===== src/rtl/pcie_pkg.sv =====
// Shared PCIe TX types: buffer record, framing K-symbols, framer states.
// Imported by the TX lane framer and its record queue.
package pcie_pkg;

   typedef struct packed {
      logic        vld;
      logic        sop;
      logic        eop;
      logic [31:0] data;
   } tx_buffer_record;

   localparam logic [7:0] K_STP = 8'hFB;
   localparam logic [7:0] K_END = 8'hFD;
   localparam logic [7:0] K_EDB = 8'hFE;
   localparam logic [7:0] K_PAD = 8'hF7;

   typedef enum logic [2:0] {
      IDLE,
      STP,
      DATA,
      END,
      EDB
   } tx_frm_state_e;

endpackage


===== src/rtl/tx_frm_queue.sv =====
// Small record FIFO between TX buffer reads and the framer FSM.
// Supports same-cycle push and pop; head is visible combinationally.
module tx_frm_queue #(
   parameter int DEPTH = 2,
   parameter int W     = 34,
   parameter int CW    = $clog2(DEPTH + 1)
) (
   input  logic          i_clk,
   input  logic          i_rst,
   input  logic          i_push,
   input  logic [W-1:0]  i_data,
   input  logic          i_pop,
   output logic [W-1:0]  o_data,
   output logic          o_vld,
   output logic [CW-1:0] o_count
);

   localparam int PW = (DEPTH > 1) ? $clog2(DEPTH) : 1;

   logic [W-1:0]  mem [DEPTH];
   logic [PW-1:0] rd_q;
   logic [PW-1:0] wr_q;
   logic [CW-1:0] cnt_q;
   logic          do_push;
   logic          do_pop;

   function automatic logic [PW-1:0] nxt(input logic [PW-1:0] p);
      return (p == PW'(DEPTH - 1)) ? '0 : p + 1'b1;
   endfunction

   assign do_pop  = i_pop && (cnt_q != '0);
   assign do_push = i_push && ((cnt_q != CW'(DEPTH)) || do_pop);
   assign o_data  = mem[rd_q];
   assign o_vld   = (cnt_q != '0);
   assign o_count = cnt_q;

   // storage array, no reset needed
   always_ff @(posedge i_clk) begin
      if (do_push) mem[wr_q] <= i_data;
   end

   // pointers and occupancy
   always_ff @(posedge i_clk) begin
      if (i_rst) begin
         rd_q  <= '0;
         wr_q  <= '0;
         cnt_q <= '0;
      end else begin
         if (do_push) wr_q <= nxt(wr_q);
         if (do_pop)  rd_q <= nxt(rd_q);
         if (do_push && !do_pop)      cnt_q <= cnt_q + 1'b1;
         else if (do_pop && !do_push) cnt_q <= cnt_q - 1'b1;
      end
   end

endmodule


===== src/rtl/tx_lane_framer.sv =====
// Frames TX buffer records onto lanes with STP/END, nullifies with EDB.
// Optional TX_FRAMER_STATS_EN adds packet / nullified-packet counters.
module tx_lane_framer
   import pcie_pkg::*;
#(
   parameter int NUM_LANES = 4,
   parameter int Q_DEPTH   = 2
) (
   input  logic                   i_clk,
   input  logic                   i_rst,
   input  tx_buffer_record        i_tbr [0:NUM_LANES/4-1],
   input  logic                   i_empty,
   output logic                   o_ren,
   input  logic                   i_hold,
   output logic                   o_hold_ack,
   output logic [NUM_LANES*8-1:0] o_sym,
   output logic [NUM_LANES-1:0]   o_k,
`ifdef TX_FRAMER_STATS_EN
   output logic [31:0]            o_pkt_cnt,
   output logic [31:0]            o_nul_cnt,
`endif
   output logic                   o_err
);

   localparam int NG = NUM_LANES / 4;
   localparam int DW = NUM_LANES * 8;
   localparam int QW = DW + 2;
   localparam int CW = $clog2(Q_DEPTH + 1);

   tx_frm_state_e state_q;
   tx_frm_state_e state_d;

   logic           inflight_q;
   logic           eop_q;
   logic           eop_d;
   logic           pop;
   logic           err_d;
   logic           ack_d;
   logic           push;
   logic [DW-1:0]  push_data;
   logic [QW-1:0]  push_word;
   logic [QW-1:0]  head_word;
   logic           head_vld;
   logic           head_sop;
   logic           head_eop;
   logic [DW-1:0]  head_data;
   logic [CW-1:0]  q_count;
   logic [CW:0]    occ;
   logic [DW-1:0]  sym_d;
   logic [NUM_LANES-1:0] k_d;

   // gather group data into lane order
   always_comb begin
      push_data = '0;
      for (int g = 0; g < NG; g++) begin
         push_data[32*g +: 32] = i_tbr[g].data;
      end
   end

   assign push      = inflight_q && i_tbr[0].vld;
   assign push_word = {i_tbr[0].sop, i_tbr[0].eop, push_data};
   assign {head_sop, head_eop, head_data} = head_word;

   tx_frm_queue #(
      .DEPTH (Q_DEPTH),
      .W     (QW),
      .CW    (CW)
   ) u_queue (
      .i_clk   (i_clk),
      .i_rst   (i_rst),
      .i_push  (push),
      .i_data  (push_word),
      .i_pop   (pop),
      .o_data  (head_word),
      .o_vld   (head_vld),
      .o_count (q_count)
   );

   // a slot freed by this cycle's pop can be refilled right away,
   // so a two-entry queue still streams one record per cycle
   assign occ   = (CW+1)'(q_count) + (CW+1)'(inflight_q) - (CW+1)'(pop);
   assign o_ren = !i_rst && !i_empty && (occ < (CW+1)'(Q_DEPTH));

   // track the read whose record returns next cycle
   always_ff @(posedge i_clk) begin
      if (i_rst) inflight_q <= 1'b0;
      else       inflight_q <= o_ren;
   end

   // state and registered lane outputs
   always_ff @(posedge i_clk) begin
      if (i_rst) begin
         state_q    <= IDLE;
         eop_q      <= 1'b0;
         o_sym      <= '0;
         o_k        <= '0;
         o_err      <= 1'b0;
         o_hold_ack <= 1'b0;
      end else begin
         state_q    <= state_d;
         eop_q      <= eop_d;
         o_sym      <= sym_d;
         o_k        <= k_d;
         o_err      <= err_d;
         o_hold_ack <= ack_d;
      end
   end

   // next state, queue pop and error decision
   always_comb begin
      state_d = state_q;
      eop_d   = eop_q;
      pop     = 1'b0;
      err_d   = 1'b0;
      unique case (state_q)
         IDLE: begin
            if (head_vld) begin
               if (!head_sop) begin
                  pop   = 1'b1;
                  err_d = 1'b1;
               end else if (!i_hold) begin
                  state_d = STP;
               end
            end
         end
         STP: begin
            state_d = DATA;
            pop     = 1'b1;
            eop_d   = head_eop;
         end
         DATA: begin
            if (eop_q) begin
               state_d = END;
            end else if (!head_vld || head_sop) begin
               state_d = EDB;
               err_d   = 1'b1;
            end else begin
               pop   = 1'b1;
               eop_d = head_eop;
            end
         end
         END: begin
            if (head_vld && head_sop && !i_hold) state_d = STP;
            else                                 state_d = IDLE;
         end
         EDB: begin
            state_d = IDLE;
         end
         default: begin
            state_d = IDLE;
         end
      endcase
   end

   // lane symbols for the state about to be shown
   always_comb begin
      sym_d = {NUM_LANES{K_PAD}};
      k_d   = '1;
      unique case (state_d)
         STP: sym_d[7:0] = K_STP;
         END: sym_d[7:0] = K_END;
         EDB: sym_d[7:0] = K_EDB;
         DATA: begin
            sym_d = head_data;
            k_d   = '0;
         end
         default: begin
            sym_d = '0;
            k_d   = '0;
         end
      endcase
      ack_d = (state_d == IDLE) && i_hold;
   end

`ifdef TX_FRAMER_STATS_EN
   // framed and nullified packet counters, free-running wrap
   always_ff @(posedge i_clk) begin
      if (i_rst) begin
         o_pkt_cnt <= '0;
         o_nul_cnt <= '0;
      end else begin
         if (state_d == END) o_pkt_cnt <= o_pkt_cnt + 32'd1;
         if (state_d == EDB) o_nul_cnt <= o_nul_cnt + 32'd1;
      end
   end
`endif

endmodule


===== config.mk =====
export PLATFORM = sky130hd
export DESIGN_NAME = tx_lane_framer
export DESIGN_NICKNAME = d
export VERILOG_FILES = /design/src/rtl/pcie_pkg.sv /design/src/rtl/tx_frm_queue.sv /design/src/rtl/tx_lane_framer.sv
export SDC_FILE = /design/constraint.sdc
export NUM_CORES = 1
export LEC_CHECK = 0
export ABC_CLOCK_PERIOD_IN_PS = 10400
export CAP_MARGIN = 10
export CORE_AREA = 4 4 84 86
export DETAILED_ROUTE_END_ITERATION = 8
export DIE_AREA = 0 0 88 90
export DONT_BUFFER_PORTS = 1
export MAX_ROUTING_LAYER = met4
export PLACE_DENSITY_LB_ADDON = 0.25
export SYNTH_ARGS = -nofsm -noshare
export SYNTH_HDL_FRONTEND = slang
export SYNTH_SLANG_ARGS = --single-unit

===== constraint.sdc =====
create_clock -name i_clk -period 10.4 [get_ports i_clk]
set_input_delay 1.56 -clock i_clk [delete_from_list [all_inputs] [get_ports i_clk]]
set_output_delay 1.56 -clock i_clk [all_outputs]
set_load 0.1 [all_outputs]

==> summary.txt <==
Timing
  – Slew HR: between 20% and 30%
  – Final Max Tran Viols: 0
  – WHS: 0.489 ns
  – Minimum clock period: about 5.7 ns
  – Final period utilization: 54.7%
  – Slew @ Worst Pin: between 1 and 1.5 ns
  – Setup violations, final: 0
  – Peak Freq: approximately 180 MHz
  – Unrepaired setup endpoints after global routing: no
  – Setup TNS: 0 ns
  – Skew final: 0.00860 ns
  – Final hold violations: 0

Clock tree
  – CTS max path bufs: 2
  – Clock Latency Late Sink: 0.50 ns
  – Clock sinks: between 100 and 150
  – Root Driver: clkbuf_8
  – CTS tree: done
  – Post-CTS setup repair buffer count: 0
  – Clk pin slew, worst setup/hold paths: roughly 0.05 ns
  – Post-CTS Hold Fix Bufs: 0
  – H-tree depth: 4
  – Post-cts repair resize count: 0
  – CTS buffer count: 17

Synth
  – Yosys top cell by area: edfxtp_1
  – Cell variety after synth: 44
  – #FFs+latches synth: around 110
  – Syn Nets: 298
  – Mapped Cells: ~260
  – Post-synth EDFFs: 68
  – Synth async-reset ratio: 0%
  – Ys Warns: 0
  – Post-synth top flop: edfxtp_1
  – Syn Area/Cell: 15.6 µm²
  – Largest cells by area after synthesis: edfxtp_1 (51%), dfxtp_1 (23%), mux2i_1 (7.8%)
  – Synth cell count leaders: edfxtp_1 (68), dfxtp_1 (45), mux2i_1 (31), o21ai_1 (19), nor2_1 (12)
  – Post-synth top area share: 51.3%
  – Post-synth design cell area: 3980 µm²
  – Cell with the most instances after synthesis: edfxtp_1
  – Post-synthesis sequential area ratio: 73.9%

Power and ir drop
  – VDD IR max: 0.236 mV
  – Logic pwr share: 11.3%
  – PD cells: about 320 nW/µm²
  – Total power after layout: 1490 µW
  – Internal power: 1000 µW
  – LEAKAGE: between 0.0015 and 0.002 µW
  – Net Switching: 484 µW
  – Clock power frac: 39.8%
  – Sw Ratio: 32.6%
  – Sequential power share: 48.9%

Route
  – Router iterations before antenna repair: 4
  – Final WL: approximately 6500 µm
  – WL/cell: 18.5 µm
  – 1st-iter DRT viols: 135
  – Number of remaining DRC errors: 0
  – Total vias in the final route: around 2000
  – Via/cell ratio: around 5.7
  – ANT nets after route: 0

Setup path
  – CP max stage cell: dfxtp_2
  – Endpoint class of the critical path: output port
  – CP Data Arrival Time: 4.13 ns
  – Cell Chain, Critical Path: mux2_4 -> nor2_1 -> nor2_1 -> nor3_1 -> ha_1 -> nand2b_1 -> fa_1 -> xor2_1 -> nor4b_2 -> buf_16
  – Critical path launch point type: flop
  – Reg2reg path depth: 9
  – Largest stage delay, worst path: between 1 and 1.5 ns
  – Crit Path Category: flop to output port
  – Most used cell, CP: nor2_1
  – Worst-path fanout max: 35
  – Critical path required time: 8.84 ns
  – Reg-to-reg setup timing slack: 7.07 ns

Place
  – GPL Wtd Cong: 0.759
  – HPWL after DPL: 3710 µm
  – Port buffer count: 0

Global route
  – Gr usage total: 18.2%
  – Antenna violations before repair: 0
  – First-pass GRT wire length: 10100 µm
  – Total grt overflow: 0
  – Largest net degree at the start of global routing: 36
  – Vias in the first global route: between 1500 and 2000

Job
  – Max_cap viols: 0

Status
  – Outcome: finished clean

Finish
  – Final layout net count: between 300 and 400
  – Share of layout cells above drive strength 1: 17.2%
  – Antenna cell count: 0
  – Area grow syn2layout: 17.1%

Floorplan
  – Ports: 78
  – Die H: 90 µm
  – DIE WIDTH: just under 90 µm
  – Core area: 6280 µm²
  – Die area: 7920 µm²
  – Core Rows: 29
  – Initial Util: 63.4%

Hold path
  – Min-Delay Path Depth: 2
  – Worst hold path type: flop to flop
==> sequential cells by signal (all words and copies together), names as in the netlist, named ones only <==
name             flops
u_queue.mem         68
o_sym               32
state_q              3
u_queue.o_count      2
eop_q                1
inflight_q           1
o_err                1
o_hold_ack           1
o_k                  1
u_queue.rd_q         1
u_queue.wr_q         1
==> layout make-up <==
cell class | instances | area (µm²)
clock buffer | 17 | 414
clock inverter | 15 | 205
fill | 360 | 1610
inverter | 4 | 15.0
multi-input combinational | 123 | 950
sequential | 113 | 2950
tap | 77 | 96.3
timing repair buffer | 2 | 35.0
==> cell families after synthesis <==
group                    after synthesis  synth area share [%]
flip-flops                           113                  73.9
adder cells (fa/ha/maj)                3                  1.13
AO/OA/AOI/OAI                         46                  7.35
AND/OR/NAND/NOR                       35                  5.06
multiplexers                          34                  8.74
XOR/XNOR                               5                  1.10
buffers and inverters                 20                  2.70
==> final timing paths <==
check                          end                         start
max                          o_ren                          flop
min           o_sym[27]$_SDFF_PP0_  u_queue.mem[0][27]$_DFFE_PP_
max reg2reg  inflight_q$_SDFF_PP0_                          flop
min reg2reg   o_sym[27]$_SDFF_PP0_  u_queue.mem[0][27]$_DFFE_PP_
==> critical path, delay by kind of cell (launching register included) <==
kind / cells / cell delay, ns
AND/OR/NAND/NOR: 5 / 1.15
buffers and inverters: 1 / 0.23
XOR/XNOR: 1 / 0.17
adder cells (fa/ha/maj): 2 / 0.62
flip-flops: 1 / 1.04
multiplexers: 1 / 0.41
==> power by group through the flow <==
stage / sequential (µW) / clock [µW] / combinational [µW]
after floorplan: 692 / 0 / 169
after global placement: 736 / 0 / 163
after detailed placement: 737 / 0 / 168
after CTS: 729 / 599 / 170
after global routing: 734 / 623 / 187
final: 727 / 591 / 168
==> cell usage in the layout (no fill, tap or decap), drive strengths merged, types with 2 or more instances in the layout <==
cell type	instances
a2111oi	2
a21oi	6
buf	2
bufinv	4
clkbuf	17
clkinv	5
clkinvlp	2
dfxtp	45
edfxtp	68
ha	2
inv	8
mux2	3
mux2i	31
nand2	3
nand2b	2
nor2	12
nor2b	2
nor3	4
nor3b	2
nor4b	2
o21ai	29
or3	2
or3b	3
xnor2	2
xor2	3
==> stage by stage <==
step	worst slack [ns]	util (%)	area, µm²	std cells
floorplan	3.57	-	3980	256
finish	4.71	74.3	4660	351
global placement	5.29	64.4	4040	319
global route	4.37	74.3	4660	351
detailed placement	5.20	64.4	4040	319
CTS	4.65	74.3	4660	351
==> metal layers <==
metal	share of wire, %	global-route usage, %	vias to the layer above	routed length, µm
met5	0	-	-	0
met4	1.9	7.93	0	121
met3	10	9.87	10	665
met2	51	27.6	79	3320
met1	37	19.5	943	2380
li1	-	-	965	-
Note: power is estimated with default switching activity, not from simulation.
